===== src/rtl/uart_rx_framer.sv =====
// uart_rx_framer: 16x-oversampled UART receiver with parity/stop checking, break detect and FWFT receive FIFO
module uart_rx_framer #(
   parameter int CLOCK_RATE = 100_000_000,
   parameter int BAUD_RATE  = 9600,
   parameter int DATA_BITS  = 8,
   parameter int PARITY     = 0,
   parameter int STOP_BITS  = 1,
   parameter int FIFO_DEPTH = 16
) (
   input  logic                          clk,
   input  logic                          reset,
   input  logic                          RsRx,
   output logic [DATA_BITS-1:0]          data_out,
   output logic                          data_valid,
   input  logic                          data_ready,
   output logic                          parity_err,
   output logic                          frame_err,
   output logic                          overrun,
   input  logic                          clear_err,
   output logic [$clog2(FIFO_DEPTH):0]   fifo_count,
   output logic                          busy
);
   localparam int DIV = CLOCK_RATE / (BAUD_RATE * 16);
   localparam int DW  = DIV > 1 ? $clog2(DIV) : 1;
   localparam int AW  = $clog2(FIFO_DEPTH);
   localparam logic [2:0] S_IDLE = 3'd0, S_START = 3'd1, S_DATA = 3'd2, S_PAR = 3'd3, S_STOP = 3'd4, S_BRK = 3'd5;
   logic [1:0] sync, settle;
   logic hi_q;
   logic [2:0] state;
   logic [DW-1:0] cnt;
   logic [3:0] tc, bc;
   logic [DATA_BITS-1:0] sh;
   logic pbad, fbad;
   logic [DATA_BITS-1:0] mem [FIFO_DEPTH];
   logic [AW-1:0] wp, rp;
   logic rx, fall, tick, samp, last_stop, fb_now, push_req, full, pop, push;
   assign rx        = sync[1];
   assign fall      = hi_q & ~rx;
   assign tick      = cnt == DW'(DIV - 1);
   assign samp      = tick && tc == 4'hf;
   assign last_stop = state == S_STOP && samp && bc == 4'(STOP_BITS - 1);
   assign fb_now    = fbad | ~rx;
   assign push_req  = last_stop & ~fb_now & ~pbad;
   assign full      = fifo_count == (AW+1)'(FIFO_DEPTH);
   assign pop       = data_valid & data_ready;
   assign push      = push_req & (~full | pop);
   assign data_valid = fifo_count != '0;
   assign data_out  = data_valid ? mem[rp] : '0;
   assign busy      = state != S_IDLE;
   // hi_q only reports a real high once the synchronizer holds line data, so a line low at reset release is not a start
   always_ff @(posedge clk) begin
      if (!reset) begin
         sync   <= 2'b11;
         settle <= 2'b00;
         hi_q   <= 1'b0;
      end else begin
         sync   <= {sync[0], RsRx};
         settle <= {settle[0], 1'b1};
         hi_q   <= settle[1] & sync[1];
      end
   end
   always_ff @(posedge clk) begin
      if (!reset) begin
         state <= S_IDLE;
         cnt   <= '0;
         tc    <= '0;
         bc    <= '0;
         sh    <= '0;
         pbad  <= 1'b0;
         fbad  <= 1'b0;
      end else begin
         cnt <= tick ? '0 : cnt + 1'b1;
         if (tick) tc <= tc + 1'b1;
         case (state)
            S_IDLE: if (fall) begin
               state <= S_START;
               cnt   <= '0;
               tc    <= '0;
               bc    <= '0;
               pbad  <= 1'b0;
               fbad  <= 1'b0;
            end
            S_START: if (tick && tc == 4'd7) begin
               tc    <= '0;
               state <= rx ? S_IDLE : S_DATA;
            end
            S_DATA: if (samp) begin
               sh <= {rx, sh[DATA_BITS-1:1]};
               bc <= bc + 1'b1;
               if (bc == 4'(DATA_BITS - 1)) begin
                  bc    <= '0;
                  state <= PARITY != 0 ? S_PAR : S_STOP;
               end
            end
            S_PAR: if (samp) begin
               pbad  <= ^sh ^ rx ^ (PARITY == 1);
               state <= S_STOP;
            end
            S_STOP: if (samp) begin
               fbad <= fb_now;
               bc   <= bc + 1'b1;
               if (last_stop) state <= (fb_now && sh == '0) ? S_BRK : S_IDLE;
            end
            S_BRK: if (rx) state <= S_IDLE;
            default: state <= S_IDLE;
         endcase
      end
   end
   always_ff @(posedge clk) begin
      if (push) mem[wp] <= sh;
   end
   always_ff @(posedge clk) begin
      if (!reset) begin
         wp         <= '0;
         rp         <= '0;
         fifo_count <= '0;
         parity_err <= 1'b0;
         frame_err  <= 1'b0;
         overrun    <= 1'b0;
      end else begin
         if (push) wp <= wp + 1'b1;
         if (pop) rp <= rp + 1'b1;
         fifo_count <= fifo_count + {{AW{1'b0}}, push} - {{AW{1'b0}}, pop};
         parity_err <= (last_stop & pbad) | (parity_err & ~clear_err);
         frame_err  <= (last_stop & fb_now) | (frame_err & ~clear_err);
         overrun    <= (push_req & full & ~pop) | (overrun & ~clear_err);
      end
   end
endmodule


===== config.mk =====
export PLATFORM = sky130hd
export DESIGN_NAME = uart_rx_framer
export DESIGN_NICKNAME = d
export VERILOG_FILES = /design/src/rtl/uart_rx_framer.sv
export SDC_FILE = /design/constraint.sdc
export NUM_CORES = 1
export LEC_CHECK = 0
export CELL_PAD_IN_SITES_DETAIL_PLACEMENT = 1
export CELL_PAD_IN_SITES_GLOBAL_PLACEMENT = 1
export CORE_MARGIN = 4
export CORE_UTILIZATION = 45
export DETAILED_ROUTE_END_ITERATION = 8
export PLACE_DENSITY_LB_ADDON = 0.1
export SETUP_SLACK_MARGIN = 0.3
export SKIP_CTS_REPAIR_TIMING = 1
export SYNTH_ARGS = -nofsm -noshare
export SYNTH_HDL_FRONTEND = slang
export SYNTH_SLANG_ARGS = --single-unit

===== constraint.sdc =====
create_clock -name clk -period 4 [get_ports clk]
set_input_delay 0.8 -clock clk [delete_from_list [all_inputs] [get_ports clk]]
set_output_delay 0.8 -clock clk [all_outputs]
set_load 0.01 [all_outputs]

==> metrics.md <==
| Metric | Value |
|---|---|
| Area fraction of the dominant cell type after synthesis | 0.498 |
| Total gr overflow | 0 |
| DR vias | 4277 |
| Syn Nets | approximately 530 |
| Relative slew slack | 0.420 |
| Inserted Diodes | 0 |
| Run status | completed |
| Fill cells | approximately 1600 |
| Family with the most delay on the worst path | multiplexers |
| Clock skew | around 0.0073 ns |
| Post-placement cell count | 747 |
| Setup WS pre-CTS | about 0.45 ns |
| Number of flops mapped to enable cells by yosys | 128 |
| Routed wire length | between 15000 and 20000 microns |
| Setup CP Type | reg -> out |
| Initial DRT Pass Iterations | 4 |
| Critical-path cell list | buf_12 -> mux4_2 -> mux4_2 -> and2_1 -> clkdlybuf4s50_1 |
| Seq/Total Area, Yosys | 0.644 |
| Critical path's most frequent cell | mux4_2 |
| Largest cells by area after synthesis | edfxtp_1 (50%), dfxtp_1 (15%), mux4_2 (12%), ha_1 (3.2%), and2_1 (1.5%) |
| Pwr/cell area | 532 nW/um^2 |
| DR vias/cell | approximately 5.5 |
| First-pass GRT wire length | about 26000 microns |
| Initial antenna violation count | 0 |
| Hold Violations, Final | 0 |
| Post-Syn Area | a little under 8000 sq um |
| DRC marker count from the first detailed-route iteration | about 220 |
| Clock latency on the worst-skew pair | between 0.4 and 0.5 ns |
| Post-DP HPWL | between 10000 and 15000 microns |
| Setup-failing EPs final | 0 |
| IO Pins | 23 |
| Clock slew at reported path FFs | around 0.07 ns |
| Buf/Inv on CP | 2 |
| Yosys warns | 0 |
| Final Worst Setup Slack | between 0.4 and 0.5 ns |
| Crit end category | output port |
| Worst-path fanout max | 11 |
| Synth Register Bits | roughly 180 |
| Setup_tns | 0 ns |
| Initial Util | 0.462 |
| Rows | between 40 and 50 |
| Worst-margin pin slew | approximately 0.87 ns |
| RePlAce Congestion | between 0.7 and 0.8 |
| Net count reported at finish | approximately 570 |
| Max-slew violation count | 0 |
| Leak | approximately 2.9 nW |
| Die span in y | 139 microns |
| Die area | 19300 sq um |
| Maxcap violations | 0 |
| Crit path DAT | between 2 and 3 ns |
| Slowest CP cell | mux4_2 |
| Gate count of the mapped netlist | 508 |
| Min Tclk post-route | roughly 3.6 ns |
| Total global-route track usage | 0.175 |
| Max rail drop VDD | 0.284 mV |
| R2r setup slk | between 0.6 and 0.7 ns |
| H-tree depth | 4 |
| CP Data Required Time | 3.20 ns |
| RSZ-0062 raised after global routing | no |
| Mapped Avg Cell Area | approximately 15 sq um |
| Clock buffer count from CTS | 17 |
| Number of global-route vias before repair | 4600 |
| Fin crit share | 0.897 |
| Fraction of layout cells with a size suffix above 1 | 0.175 |
| Crit path largest cell delay | around 0.54 ns |
| Worst min-delay path category | reg -> reg |
| Clock Sinks | ~180 |
| Mean routed wirelength per cell | ~21 microns |
| Core area | approximately 17000 sq um |
| Ys async rst share | 0 |
| CTS tree | done |
| Worst-case clock buffer depth | 2 |
| Ys flop type | edfxtp_1 |
| Area leader, netlist | edfxtp_1 |
| Netlist cell types | between 50 and 60 |
| Fin cells | 779 |
| Detail Route Antenna Nets | 0 |
| Commonest non-fill, non-tap cells in the layout | edfxtp_1 (128), dfxtp_1 (55), mux4_2 (40), inv_1 (27), nor2_1 (26) |
| Synth-to-Final Area Change | 15.0% |
| Fmax | 0.279 GHz |
| I/O Buffers | 22 |
| Die width | between 100 and 150 microns |
| Critical path launch point type | flip-flop |
| Largest net degree at the start of global routing | 42 |
| Clk root buf | clkbuf_16 |
| Fin util | 0.531 |
| # DRC | 0 |
| Most common cell after layout, fill and taps aside | edfxtp_1 |
-- cell type report --
type / instances / area, sq um / area share
clock buffers: 17 / 425 / 0.0480
well taps: 220 / 275 / 0.0310
multi-input cells: 275 / 2560 / 0.289
repair buffers: 41 / 388 / 0.0437
flip-flops and latches: 184 / 4970 / 0.560
inverters: 27 / 101 / 0.0114
clock inverters: 15 / 150 / 0.0169
-- routing by layer --
layer | part of all wire | GRT usage
met5 | 0 | 0
met4 | 0.016 | 0.0644
met3 | 0.023 | 0.0269
met2 | 0.52 | 0.301
met1 | 0.44 | 0.228
-- metrics by stage --
step	cell area [sq um]	power, mW	hold slack [ns]
6_report	8870	4.72	0.421
5_1_grt	8870	4.94	0.446
4_1_cts	8870	4.78	0.435
3_5_place_dp	8290	3.14	0.419
3_3_place_gp	8290	3.12	0.404
2_1_floorplan	7710	2.77	0.386
-- flip-flops by register name, summed over array words and instances, names as in the netlist, 2 cells and up, named ones only --
name	flops
tc	4
cnt	10
mem	128
bc	4
sync	2
wp	4
rp	4
settle	2
fifo_count	5
state	3
sh	8
-- path summary, 6_finish.rpt --
check	startpoint	end	depth (start not counted)
worst max-delay path	flip-flop	data_out[5]	5
worst min-delay path	sync[0]$_SDFF_PN1_	sync[1]$_SDFF_PN1_	1
worst max register to register	cnt[5]$_SDFF_PN0_	fifo_count[4]$_SDFF_PN0_	13
worst min register to register	sync[0]$_SDFF_PN1_	sync[1]$_SDFF_PN1_	1
-- synthesized netlist by cell type (all sizes together), types with 13 or more instances --
cell	count
edfxtp	128
nor2	26
nand2	16
xnor2	13
inv	27
dfxtp	56
mux4	40
and2	19
nor2b	18
nor4	16
clkbuf	15
ha	20
-- power breakdown --
group	switching, mW	internal, mW
clock network	0.714	0.922
registers	0.0655	2.06
logic	0.411	0.546
total	1.19	3.53
-- cell families after synthesis --
kind of cell	Yosys count	share of synthesized area
adders and majority gates	21	0.0350
AOI/OAI and AO/OA	32	0.0268
xor gates and xnor gates	23	0.0261
and+or+nand+nor	148	0.113
DFF	184	0.644
buffers and inverters	49	0.0239
muxes	51	0.131
-- worst register-to-register path: cells and delay by family (launching register included) --
| family | cells | cell delay, ns |
|---|---|---|
| simple gates | 6 | 1.52 |
| fa+ha+maj | 3 | 0.89 |
| flops | 1 | 0.35 |
| buf+inv | 3 | 0.32 |
| compound gates | 1 | 0.16 |
Power figures use the tool's default switching activity.
